`src/rtl/approx_add8_pipe_pkg.sv`:
```
// Shared constants and stage-1 payload type for the approximate 8-bit pipelined adder.
// With APPROX_ERR_MON_EN defined, the payload also carries the exact sum.
package approx_add8_pipe_pkg;

    localparam int DATA_W = 8;
    localparam int LSB_W  = 2;
    localparam int HI_W   = DATA_W - LSB_W;

    typedef struct packed {
        logic [LSB_W-1:0] s;
        logic             c2;
        logic [HI_W-1:0]  a_hi;
        logic [HI_W-1:0]  b_hi;
`ifdef APPROX_ERR_MON_EN
        logic [DATA_W:0]  exact;
`endif
    } s1_payload_t;

endpackage

```
`src/rtl/approx_lsb2.sv`:
```
// Combinational approximate 2-bit LSB segment: produces the low sum bits and
// a speculative carry into the exact upper segment.
module approx_lsb2
    import approx_add8_pipe_pkg::*;
(
    input  logic [LSB_W-1:0] a_i,
    input  logic [LSB_W-1:0] b_i,
    input  logic             cin_i,
    output logic [LSB_W-1:0] s_o,
    output logic             c2_o
);

    logic [LSB_W-1:0] and_ab;

    assign and_ab = a_i & b_i;
    assign s_o    = cin_i ? and_ab : ~and_ab;
    // Carry guessed from either operand having both LSBs set, or from cin.
    assign c2_o   = (a_i[0] & a_i[1]) | (b_i[0] & b_i[1]) | cin_i;

endmodule

```
`src/rtl/approx_add8_pipe.sv`:
```
// Two-stage valid/ready pipelined approximate 8-bit adder (approximate LSBs, exact MSBs).
// Optional mismatch monitor against the exact sum enabled by macro APPROX_ERR_MON_EN.
module approx_add8_pipe
    import approx_add8_pipe_pkg::*;
#(
    parameter int CNT_W = 16
) (
    input  logic              clk,
    input  logic              rst_n,
    input  logic              in_valid,
    output logic              in_ready,
    input  logic [DATA_W-1:0] a,
    input  logic [DATA_W-1:0] b,
    input  logic              cin,
    output logic              out_valid,
    input  logic              out_ready,
    output logic [DATA_W-1:0] sum,
    output logic              cout
`ifdef APPROX_ERR_MON_EN
    ,
    input  logic              err_clr,
    output logic [CNT_W-1:0]  err_cnt
`endif
);

    // Handshake: a beat transfers on a rising edge where valid && ready; a stage
    // advances when it is empty or its downstream consumer advances this cycle.
    logic              s1_valid_q, s2_valid_q;
    logic              s1_adv, s2_adv;
    s1_payload_t       s1_q, s1_d;
    logic [DATA_W-1:0] sum_q;
    logic              cout_q;
    logic [HI_W:0]     hi_sum;
    logic [LSB_W-1:0]  lsb_s;
    logic              lsb_c2;

    assign s2_adv    = !s2_valid_q || out_ready;
    assign s1_adv    = !s1_valid_q || s2_adv;
    assign in_ready  = s1_adv;
    assign out_valid = s2_valid_q;
    assign sum       = sum_q;
    assign cout      = cout_q;

    approx_lsb2 u_lsb (
        .a_i   (a[LSB_W-1:0]),
        .b_i   (b[LSB_W-1:0]),
        .cin_i (cin),
        .s_o   (lsb_s),
        .c2_o  (lsb_c2)
    );

    always_comb begin
        s1_d      = '0;
        s1_d.s    = lsb_s;
        s1_d.c2   = lsb_c2;
        s1_d.a_hi = a[DATA_W-1:LSB_W];
        s1_d.b_hi = b[DATA_W-1:LSB_W];
`ifdef APPROX_ERR_MON_EN
        s1_d.exact = {1'b0, a} + {1'b0, b} + {{DATA_W{1'b0}}, cin};
`endif
    end

    assign hi_sum = {1'b0, s1_q.a_hi} + {1'b0, s1_q.b_hi} + {{HI_W{1'b0}}, s1_q.c2};

    always_ff @(posedge clk) begin
        if (!rst_n) begin
            s1_valid_q <= 1'b0;
            s2_valid_q <= 1'b0;
            s1_q       <= '0;
            sum_q      <= '0;
            cout_q     <= 1'b0;
        end else begin
            if (s1_adv) begin
                s1_valid_q <= in_valid;
                if (in_valid) begin
                    s1_q <= s1_d;
                end
            end
            if (s2_adv) begin
                s2_valid_q <= s1_valid_q;
                if (s1_valid_q) begin
                    sum_q  <= {hi_sum[HI_W-1:0], s1_q.s};
                    cout_q <= hi_sum[HI_W];
                end
            end
        end
    end

`ifdef APPROX_ERR_MON_EN
    logic [DATA_W:0]  exact_q;
    logic [CNT_W-1:0] err_cnt_q, err_cnt_d;
    logic             mismatch;

    assign mismatch = {cout_q, sum_q} != exact_q;
    assign err_cnt  = err_cnt_q;

    // Clear dominates a same-cycle increment; the count saturates at all-ones.
    always_comb begin
        err_cnt_d = err_cnt_q;
        if (err_clr) begin
            err_cnt_d = '0;
        end else if (s2_valid_q && out_ready && mismatch && (err_cnt_q != '1)) begin
            err_cnt_d = err_cnt_q + CNT_W'(1);
        end
    end

    always_ff @(posedge clk) begin
        if (!rst_n) begin
            exact_q   <= '0;
            err_cnt_q <= '0;
        end else begin
            err_cnt_q <= err_cnt_d;
            if (s2_adv && s1_valid_q) begin
                exact_q <= s1_q.exact;
            end
        end
    end
`else
    logic unused_cnt_w;
    assign unused_cnt_w = (CNT_W > 0);
`endif

endmodule

```
`config.mk`:
```
export PLATFORM = sky130hd
export DESIGN_NAME = approx_add8_pipe
export DESIGN_NICKNAME = d
export VERILOG_FILES = /design/src/rtl/approx_add8_pipe_pkg.sv /design/src/rtl/approx_lsb2.sv /design/src/rtl/approx_add8_pipe.sv
export SDC_FILE = /design/constraint.sdc
export NUM_CORES = 1
export LEC_CHECK = 0
export ABC_AREA = 1
export CAP_MARGIN = 15
export CORE_UTILIZATION = 25
export DETAILED_ROUTE_END_ITERATION = 8
export GPL_ROUTABILITY_DRIVEN = 0
export HOLD_SLACK_MARGIN = 0.15
export PLACE_DENSITY = 0.46
export SYNTH_ARGS = -nofsm -noshare
export SYNTH_HDL_FRONTEND = slang
export SYNTH_HIERARCHICAL = 1
export SYNTH_SLANG_ARGS = --single-unit
export TNS_END_PERCENT = 10
```
`constraint.sdc`:
```
create_clock -name clk -period 3.01 [get_ports clk]
set_input_delay 0.602 -clock clk [delete_from_list [all_inputs] [get_ports clk]]
set_output_delay 0.602 -clock clk [all_outputs]
set_load 0.01 [all_outputs]
```
==> impl_results.md <==
* Final Core Density at 34.5%
* Drt total wl at 2460 um
* Slew Viols, Final at 0
* Worst path arrival time at 1.74 ns
* Worst clock skew at 0.00447 ns
* Most common cell after layout, fill and taps aside: nor2_1
* Met2 Wirelength at 1030 um
* Fin crit share at 77.8%
* Post-route ant nets at 0
* Setup TNS at 0 ns
* Worst slew pin tran at 0.241 ns
* Vias in the first global route at 1010
* Cts bufs inserted at 3
* Starting DRC count in detailed routing at 34
* DP Wirelength at 1930 um
* Slew headroom at 83.9%
* Max Cap Violations at 0
* R2R Setup Slk at 1.40 ns
* FP Rows at 25
* Antenna diodes at 0
* Syn_area_per_cell at 7.34 um2
* Post_cts resized at 0
* Critical Path Fanout Max at 3
* Vias per cell at 4.06
* Hold buffers post-CTS at 0
* RSZ-0062 raised after global routing: false
* Fin. Hold Viols at 0
* Post-Layout Cell Count at 266
* Flops & latches, synth at 26
* Post-synth cell types at 21
* Die Area at 5250 um2
* Clk sink count at 26
* Mapped Area at 1240 um2
* Post-layout min period at 2.34 ns
* Synthesized net count at 197
* Leak pwr at 0.000729 uW
* Post-Place Setup Slack at 0.664 ns
* First-pass GRT wire length at 4350 um
* # H-tree levels at 1
* Max clock buf depth at 2
* Remaining DRCs at 0
* Top cell type's share of synthesized area at 42.0%
* CP endpoint kind: output port
* CTS clock-pin slew for the worst setup and hold paths at 0.08 ns
* Critical Path RT at 2.41 ns
* Instance count of the mapped netlist at 169
* Placed Cells at 263
* # Post-CTS Setup Buffers at 0
* Core area at 4750 um2
* Root buf cell: clkbuf_8
* WL per Instance at 9.26 um
* Critical path launch point type: input port
* DR top layer: met4
* Synth warnings at 6
* Die width at 72.4 um
* Most frequent cells in the layout: nor2_1, clkdlybuf4s50_1, nand2_1, dfxtp_1, o21ai_0
* CTS tree: built
* Largest net degree at the start of global routing at 22
* TritonRoute pass-1 iters at 4
* PD cells at 444 nW/um2
* Grt total ovfl at 0
* Starting Density at 26.1%
* Outcome: finished clean
* IO Count at 32
* Met3 Wirelength at 93 um
* Sequential area share after synthesis at 42.0%
* Die Y at 72.4 um
* Routed vias at 1080
* Worst-Skew Late Latency at 0.27 ns
* # setup viols final at 0
* Share of layout cells above drive strength 1 at 5.53%
* Final Worst Setup Slack at 0.668 ns
* Top post-synthesis cells by area: dfxtp_1, nor2_1, nand2_1
* Total Nets Final at 229
* Met1 wire length at 1270 um
* Peak supply drop at 0.000166 V
* Synth area leader: dfxtp_1
* I/O Buffers at 31
* Maximum clock rate at 427 MHz
* GR Util All Layers at 10.9%
* Worst hold path class: flip-flop to flip-flop
* Layout area overhead at 32.4%
* CP Class: input port to output port
* Initial antenna violation count at 0
==> Yosys cell counts <==
cell and count:
o21ai_2 1, inv_2 3, dfxtp_1 26, nand3_1 11, buf_6 3, o21ai_1 2
nand2_1 26, a21o_1 1, nand2_2 1, nand3_2 1, a21oi_1 9, nor2_1 39
clkbuf_1 2, xor2_1 1, inv_1 16, ha_1 5, o21ai_0 17, or2_1 1
nand4_1 1, fa_1 2, nand2_4 1
==> routing by layer <==
layer	vias to the layer above	GRT usage, %
li1	597	-
met1	451	13.8
met2	27	16.8
met3	5	2.22
met4	0	7.19
met5	-	0
==> worst paths after layout <==
path	start	endpoint	cells past startpoint
setup / recovery	out_ready	in_ready	4
hold / removal	cout	cout	2
setup reg to reg	s1_q[6]	sum[6]	9
hold reg to reg	cout	cout	2
==> logic make-up (layout without fill, tap and decap cells) <==
group / count (synthesis) / after routing / synth area share [%]
and+or+nand+nor: 81 / 81 / 27.3
AOI/OAI and AO/OA: 30 / 30 / 12.6
DFF: 26 / 26 / 42.0
buffers and inverters: 24 / 54 / 9.08
adders and majority gates: 7 / 7 / 8.27
xor gates and xnor gates: 1 / 1 / 0.706
==> power breakdown <==
part	leakage (uW)	total, uW	switching, uW	internal (uW)
clock network	0.0000216	197	107	89.9
registers	0.000215	383	14.2	369
logic	0.000492	149	73.4	75.2
total	0.000729	728	195	534
==> flip-flops by register name (all words and copies together), names as in the netlist <==
| register | cells |
|---|---|
| sum | 8 |
| s1_valid_q | 1 |
| cout | 1 |
| out_valid | 1 |
| s1_q | 15 |
==> per-stage QoR <==
step / instance area [um2] / power [uW] / hold WS [ns]
floorplan: 1240 / 480 / 0.449
global placement: 1600 / 542 / 0.459
detailed placement: 1600 / 543 / 0.466
CTS: 1640 / 744 / 0.480
global route: 1640 / 781 / 0.503
finish: 1640 / 728 / 0.476
==> final cells by class <==
type | instances | area [um2]
Timing Repair Buffer | 32 | 318
Inverter | 19 | 71.3
Fill cell | 554 | 3110
Sequential cell | 26 | 520
Tap cell | 67 | 83.8
Clock buffer | 3 | 41.3
Multi-Input combinational cell | 119 | 607
==> critical path, cell delays in order <==
cell             delay [ns]
clkdlybuf4s50_1        0.45
inv_1                  0.05
nand3_2                0.09
clkdlybuf4s50_1        0.54
No activity file was read; power rests on OpenSTA's default activity.
